$ cat config.mk
export PLATFORM = sky130hd
export DESIGN_NAME = serial_adder
export DESIGN_NICKNAME = d
export VERILOG_FILES = /design/src/rtl/serial_adder.sv
export SDC_FILE = /design/constraint.sdc
export NUM_CORES = 1
export LEC_CHECK = 0
export ABC_AREA = 1
export BUFFER_PORTS_ARGS = -buffer_cell sky130_fd_sc_hd__buf_2
export CAP_MARGIN = 0
export CORE_MARGIN = 2
export CORE_UTILIZATION = 30
export CTS_CLUSTER_SIZE = 20
export DETAILED_ROUTE_END_ITERATION = 12
export PLACE_DENSITY_LB_ADDON = 0.08
export RECOVER_POWER = 50
export SKIP_LAST_GASP = 1
export SLEW_MARGIN = 15
export SYNTH_ARGS = -nofsm -noshare
export SYNTH_HDL_FRONTEND = slang
export SYNTH_SLANG_ARGS = --single-unit
$ cat constraint.sdc
create_clock -name clk -period 2.63 [get_ports clk]
set_clock_uncertainty 0.1 [all_clocks]
set_input_delay 0.526 -clock clk [delete_from_list [all_inputs] [get_ports clk]]
set_output_delay 0.526 -clock clk [all_outputs]
set_load 0.005 [all_outputs]
$ cat src/rtl/serial_adder.sv
// serial_adder: bit-serial adder/subtractor built around one full-adder cell.
// It processes one bit per clock, LSB first, so each operation takes WIDTH cycles.
// The sum, c_out and overflow registers are written only when the last bit
// completes, so a consumer never sees a partial result.
//
// state | meaning
// ------+-----------------------------------------------------------
// IDLE  | waiting for start; outputs hold the last completed result
// RUN   | one operand bit processed per clock, LSB first
// DONE  | results valid, done pulse; a start here begins the next op
module serial_adder #(
    parameter int WIDTH = 8
) (
    input  logic             clk,
    input  logic             reset,
    input  logic             start,
    input  logic             sub,
    input  logic [WIDTH-1:0] a,
    input  logic [WIDTH-1:0] b,
    input  logic             c_in,
    output logic [WIDTH-1:0] sum,
    output logic             c_out,
    output logic             overflow,
    output logic             busy,
    output logic             done
);

    localparam int CNT_W = $clog2(WIDTH) + 1;

    typedef enum logic [1:0] {
        IDLE = 2'd0,
        RUN  = 2'd1,
        DONE = 2'd2
    } state_t;

    state_t           state;
    state_t           state_nxt;
    logic [WIDTH-1:0] sh_a;
    logic [WIDTH-1:0] sh_b;
    logic [WIDTH-1:0] sh_res;
    logic             carry;
    logic [CNT_W-1:0] bit_cnt;
    logic             s_bit;
    logic             carry_nxt;
    logic             load;
    logic             last_bit;

    // Full-adder cell on the current LSBs and the registered carry
    assign s_bit     = sh_a[0] ^ sh_b[0] ^ carry;
    assign carry_nxt = (sh_a[0] & sh_b[0]) | (sh_a[0] & carry) | (sh_b[0] & carry);
    assign last_bit  = (state == RUN) && (bit_cnt == CNT_W'(WIDTH - 1));

    // State register
    always_ff @(posedge clk) begin
        if (reset) begin
            state <= IDLE;
        end else begin
            state <= state_nxt;
        end
    end

    // Next-state and status outputs; start is only accepted outside RUN
    always_comb begin
        state_nxt = state;
        load      = 1'b0;
        busy      = 1'b0;
        done      = 1'b0;
        case (state)
            IDLE: begin
                if (start) begin
                    load      = 1'b1;
                    state_nxt = RUN;
                end
            end
            RUN: begin
                busy = 1'b1;
                if (last_bit) begin
                    state_nxt = DONE;
                end
            end
            DONE: begin
                done = 1'b1;
                if (start) begin
                    load      = 1'b1;
                    state_nxt = RUN;
                end else begin
                    state_nxt = IDLE;
                end
            end
            default: state_nxt = IDLE;
        endcase
    end

    // Operand shift registers, running carry and bit counter.
    // Subtraction is a + ~b + 1, so the inverted operand and a forced carry
    // of 1 are loaded up front.
    always_ff @(posedge clk) begin
        if (reset) begin
            sh_a    <= '0;
            sh_b    <= '0;
            sh_res  <= '0;
            carry   <= 1'b0;
            bit_cnt <= '0;
        end else if (load) begin
            sh_a    <= a;
            sh_b    <= sub ? ~b : b;
            carry   <= sub ? 1'b1 : c_in;
            bit_cnt <= '0;
        end else if (state == RUN) begin
            sh_a    <= sh_a >> 1;
            sh_b    <= sh_b >> 1;
            sh_res  <= {s_bit, sh_res[WIDTH-1:1]};
            carry   <= carry_nxt;
            bit_cnt <= bit_cnt + CNT_W'(1);
        end
    end

    // Result registers update only on the edge that finishes the MSB.
    // On that edge the registered carry is the carry into the MSB, so
    // overflow can be formed directly from it and the new carry.
    always_ff @(posedge clk) begin
        if (reset) begin
            sum      <= '0;
            c_out    <= 1'b0;
            overflow <= 1'b0;
        end else if (last_bit) begin
            sum      <= {s_bit, sh_res[WIDTH-1:1]};
            c_out    <= carry_nxt;
            overflow <= carry ^ carry_nxt;
        end
    end

endmodule
# --- Word-level counts from Yosys, hierarchy flattened ---
# Cells that the tools add are included.
totals:
  ff_bits: 41
  latchBits: 0
  ram_bits: 0
  romBits: 0
  in_bits: 21
  out_inout_bits: 12
  elab_cells: 48
  n_memories: 0
op_classes:
  n_addsub: 1
  mul: 0
  div: 0
  magnitude_cmp: 0
  eq_ne: 5
  shifts: 0
  n_mux: 16
  bitwise: 10
  n_reduce_logical: 7
op_table:
  columns: ["operator", "count"]
  rows:
  - ["two-way mux 8 bit", 5]
  - ["two-way mux 1 bit", 8]
  - ["NOT 8 bit", 1]
  - ["case mux 2 bit (3 select lines)", 1]
  - ["adder 4 x 1 -> 4 bit (second input constant)", 1]
  - ["equality test 4 x 3 -> 1 bit (second input constant)", 1]
  - ["two-way mux 2 bit", 2]
  - ["!= test 2 bit (second input constant)", 2]
  - ["AND reduction 2 bit", 2]
  - ["OR reduction 2 bit", 2]
  - ["bitwise AND 1 bit", 3]
  - ["XOR 1 bit", 3]
  - ["equality test 2 x 1 -> 1 bit (second input constant)", 1]
  - ["equality test 2 bit (second input constant)", 1]
  - ["logical NOT 2 bit", 1]
  - ["OR 1 bit", 2]
  - ["nonzero test 2 bit", 1]
  - ["logical AND 1 bit", 1]
  - ["NOT 1 bit", 1]

# --- Longest topological paths before layout ---
logic_depth:
  depth_word: 5
  depth_mapped: 7
  depth_no_buf: 7

# --- Worst setup path before layout ---
# No wires, ideal clock.
synth_timing:
  path_kind: "input -> register"
  startpoint: "in reset"
  endpoint: "reg sum[1]"
  setup_time_ps: 121
  t_arrival_ps: 1149
  required_time_ps: 2409
  path_slack_ps: 1260
  path_stages: 5
  n_path_buf: 2
  path_cell_list: "buf_4 -> clkinv_1 -> buf_2 -> nand3_1 -> o21ai_0"
synth_lines:
  columns: ["item", "line", "rtl"]
  rows:
  - ["start: declaration", "15", "input logic reset,"]
  - ["end signal: assignment", "127", "sum <= {s_bit, sh_res[WIDTH-1:1]};"]
  - ["end: declaration", "21", "output logic [WIDTH-1:0] sum,"]

# --- Worst setup path in the final report ---
layout_timing:
  startpoint: "reg state[1]"
  endpoint: "reg sum[6]"
layout_via:
  elab_chain_cells: 2
layout_rtl:
  columns: ["item", "line", "rtl"]
  rows:
  - ["start: declaration", "36", "state_t state;"]
  - ["start signal: assignment", "58", "state <= state_nxt;"]
  - ["equality test 2 x 1 -> 1 bit", "51", "assign last_bit = (state == RUN) && (bit_cnt == CNT_W'(WIDTH - 1));"]
  - ["logical AND 1 bit", "51", null]
# No other way between the ends.
# A chain may end at the register's enable or synchronous reset.

==> summary.txt <==
Status
  – Status: complete, no violations

Clocking
  – Post-cts sizing count: 0
  – Post-CTS setup buffers: 0
  – CTS Buf Count: 5
  – CTS clock-pin slew for the worst setup and hold paths: around 0.080 ns
  – TritonCTS clock tree: built
  – CTS Hold Bufs: 0
  – H-tree Lvls: 2
  – Clk buf depth: 2
  – Root buf cell: clkbuf_8
  – Clock latency on the worst-skew pair: 0.29 ns
  – Clock sink total: 40

Finish
  – Layout net count: 317
  – Finished Cell Area: 2110 sq um
  – Ant diodes: 0
  – Area Growth Syn to Fin: 16.0%
  – Ratio of cells with drive above 1 in the final layout: 0.122

Timing
  – Final Hold Fails: 0
  – Slew Viols, Final: 0
  – Crit path time final: 2.04 ns
  – Final Cycle Share: 0.775
  – Setup ws final: 0.591 ns
  – Final setup vio count: 0
  – RSZ-0062 raised after global routing: no
  – Worst-Margin Slew: 0.681 ns
  – Max_slew headroom: 0.546
  – Setup_tns: 0 ns
  – FMAX: 490 MHz

Synth
  – Synth Net Count: 286
  – Largest cells by area after synthesis: dfxtp_1 (44%), nand2_1 (12%), o21ai_0 (8.0%)
  – EDFF count, synth: 0
  – Synth Cell Area: about 1800 sq um
  – Asr flop ratio synth: 0
  – Syn Inst Count: 263
  – Post-synth top area cell: dfxtp_1
  – Primary FF master, synth: dfxtp_1
  – Synth top cells by count: nand2_1 (57), dfxtp_1 (40), inv_1 (38), nor2_1 (34), o21ai_0 (29)
  – Most common cell in the netlist: nand2_1
  – Top cell type's share of synthesized area: 0.440
  – Synth unique cells: 20
  – Synthesized flop and latch total: 40
  – Avg Cell Area, Syn: 6.91 sq um
  – Ys Warns: 0
  – Sequential element share of the synthesized area: 0.440

Worst setup path
  – Critical Path End Type: flop
  – Reg-to-reg critical path endpoint: sum[6]
  – Critical Path AT: 2.11 ns
  – Worst path max stage delay: 0.57 ns
  – CP max-delay cell: clkbuf_1
  – Cell repeated most along the worst path: nand2_1
  – Crit-path cells: inv_1, nand2_1, clkbuf_1, nor2_2, nand2_1, o21ai_0
  – Worst r2r src: state[1]
  – Worst EP required: between 2 and 3 ns
  – Family with the most delay on the worst path: buffers and inverters
  – Setup CP Type: reg2reg
  – Reg2Reg Depth: 6
  – Critical path buffers and inverters: 2
  – Crit Path Max Fanout: 17
  – Critical Path Source Type: flop
  – R2R Setup Slk: 0.59 ns

Pwr
  – Cell Pwr Density: 635 nW/um^2
  – Leakage: 0.977 nW
  – Peak VDD IR: 256 uV
  – Final Power: ~1.3 mW

Route
  – DR vias/cell: 4.41
  – DRC: 0
  – Post-DR wirelength/cell: about 11 um
  – Total Wirelength: 4.06 mm
  – Via Count: 1,633
  – Antenna viol nets, final: 0
  – 1st-pass router iterations: 4
  – Initial DRC count: 47

Placed design
  – PortBufs: 32
  – Dpl ws: 0.757 ns
  – GPL Wtd Cong: 0.698
  – Placed Area: 2020 sq um
  – Post-DP HPWL: 2.95 mm

Global route
  – First-pass GRT wire length: 6.70 mm
  – GRT overflow: 0
  – Initial antenna violation count: 0
  – Pin count of the biggest net entering global routing: 19
  – GR Util All Layers: 0.130
  – Vias in the first global route: 1,471

Min path
  – Min-Delay Path Class: reg2reg
  – Hold endpoint: sh_res[4]
  – Hold path startpoint: sh_res[4]
  – Hold depth: 2

Run
  – Number of max-cap violations: 0

Floorplanning
  – Row cnt: 28
  – Initial Util: 0.309
  – Die Wd: 81.8 um
  – Core ar.: 5890 sq um
  – Die Y: 81.8 um
  – Die ar.: ~6700 sq um
  – # IOs: 33
cells by family (layout without fill, tap and decap cells):
group           after synthesis  in the layout  share of synthesized area
compound gates               47             47                      0.131
flops                        40             40                      0.440
simple gates                123            123                      0.286
fa+ha+maj                     2              2                     0.0179
buf+inv                      51             83                      0.125
flip-flops by register name (all words and copies together) (netlist names):
register / cells
bit_cnt: 4
c_out: 1
carry: 1
overflow: 1
sh_a: 8
sh_b: 8
sh_res: 7
state: 2
sum: 8
layout by cell type (no fill, tap or decap), drive strengths merged:
master    synthesis  routed
inv              39      40
dfxtp            40      40
nand3            24      24
nor2             36      36
clkinvlp          0       1
nand2            61      61
ha                1       1
a211oi            1       1
o21ai            29      29
bufinv            0       1
nor3              2       2
clkinv            1       1
buf              11      25
clkbuf            0      15
fa                1       1
a21oi            17      17
cell type report:
type	instances	area (sq um)
inverter	40	150
tap	75	93.8
clock buffer	5	68.8
sequential	40	801
fill	684	3780
clock inverter	3	46.3
timing repair buffer	35	168
multi-input combinational	172	782
per-stage QoR:
stage / hold WS, ns / cells / util
CTS: 0.371 / 370 / 0.362
finish: 0.366 / 370 / 0.358
global placement: 0.357 / 362 / 0.343
floorplan: 0.335 / 263 / -
detailed placement: 0.360 / 362 / 0.343
global route: 0.391 / 370 / 0.358
report_power, final:
part	total (mW)	switching (mW)	internal [mW]
Clock	0.511	0.225	0.286
Sequential	0.660	0.0187	0.642
Combinational	0.168	0.108	0.0605
Total	1.34	0.352	0.988
worst max path at each step:
stage	depth (start not counted)	start	slack, ns	endpoint
finish	6	state[1]	0.59	sum[6]
global route	6	state[1]	0.33	sum[6]
CTS	3	state[0]	0.65	busy
detailed placement	5	reset	0.76	sh_b[4]
global placement	5	reset	0.77	sh_b[2]
floorplan	5	reset	1.26	sum[1]
worst min-delay path, stage by stage (launching register included):
cell and delay, ns:
dfxtp_1 0.31, inv_1 0.06, a21oi_1 0.05
metal layers:
metal | track usage | vias to the layer above | share of wire
met3 | 0.0297 | 4 | 0.030
met1 | 0.163 | 730 | 0.48
met4 | 0.0450 | 0 | 0.0094
met2 | 0.218 | 21 | 0.48
li1 | - | 878 | -
met5 | 0 | - | 0
Power figures use the tool's default switching activity.
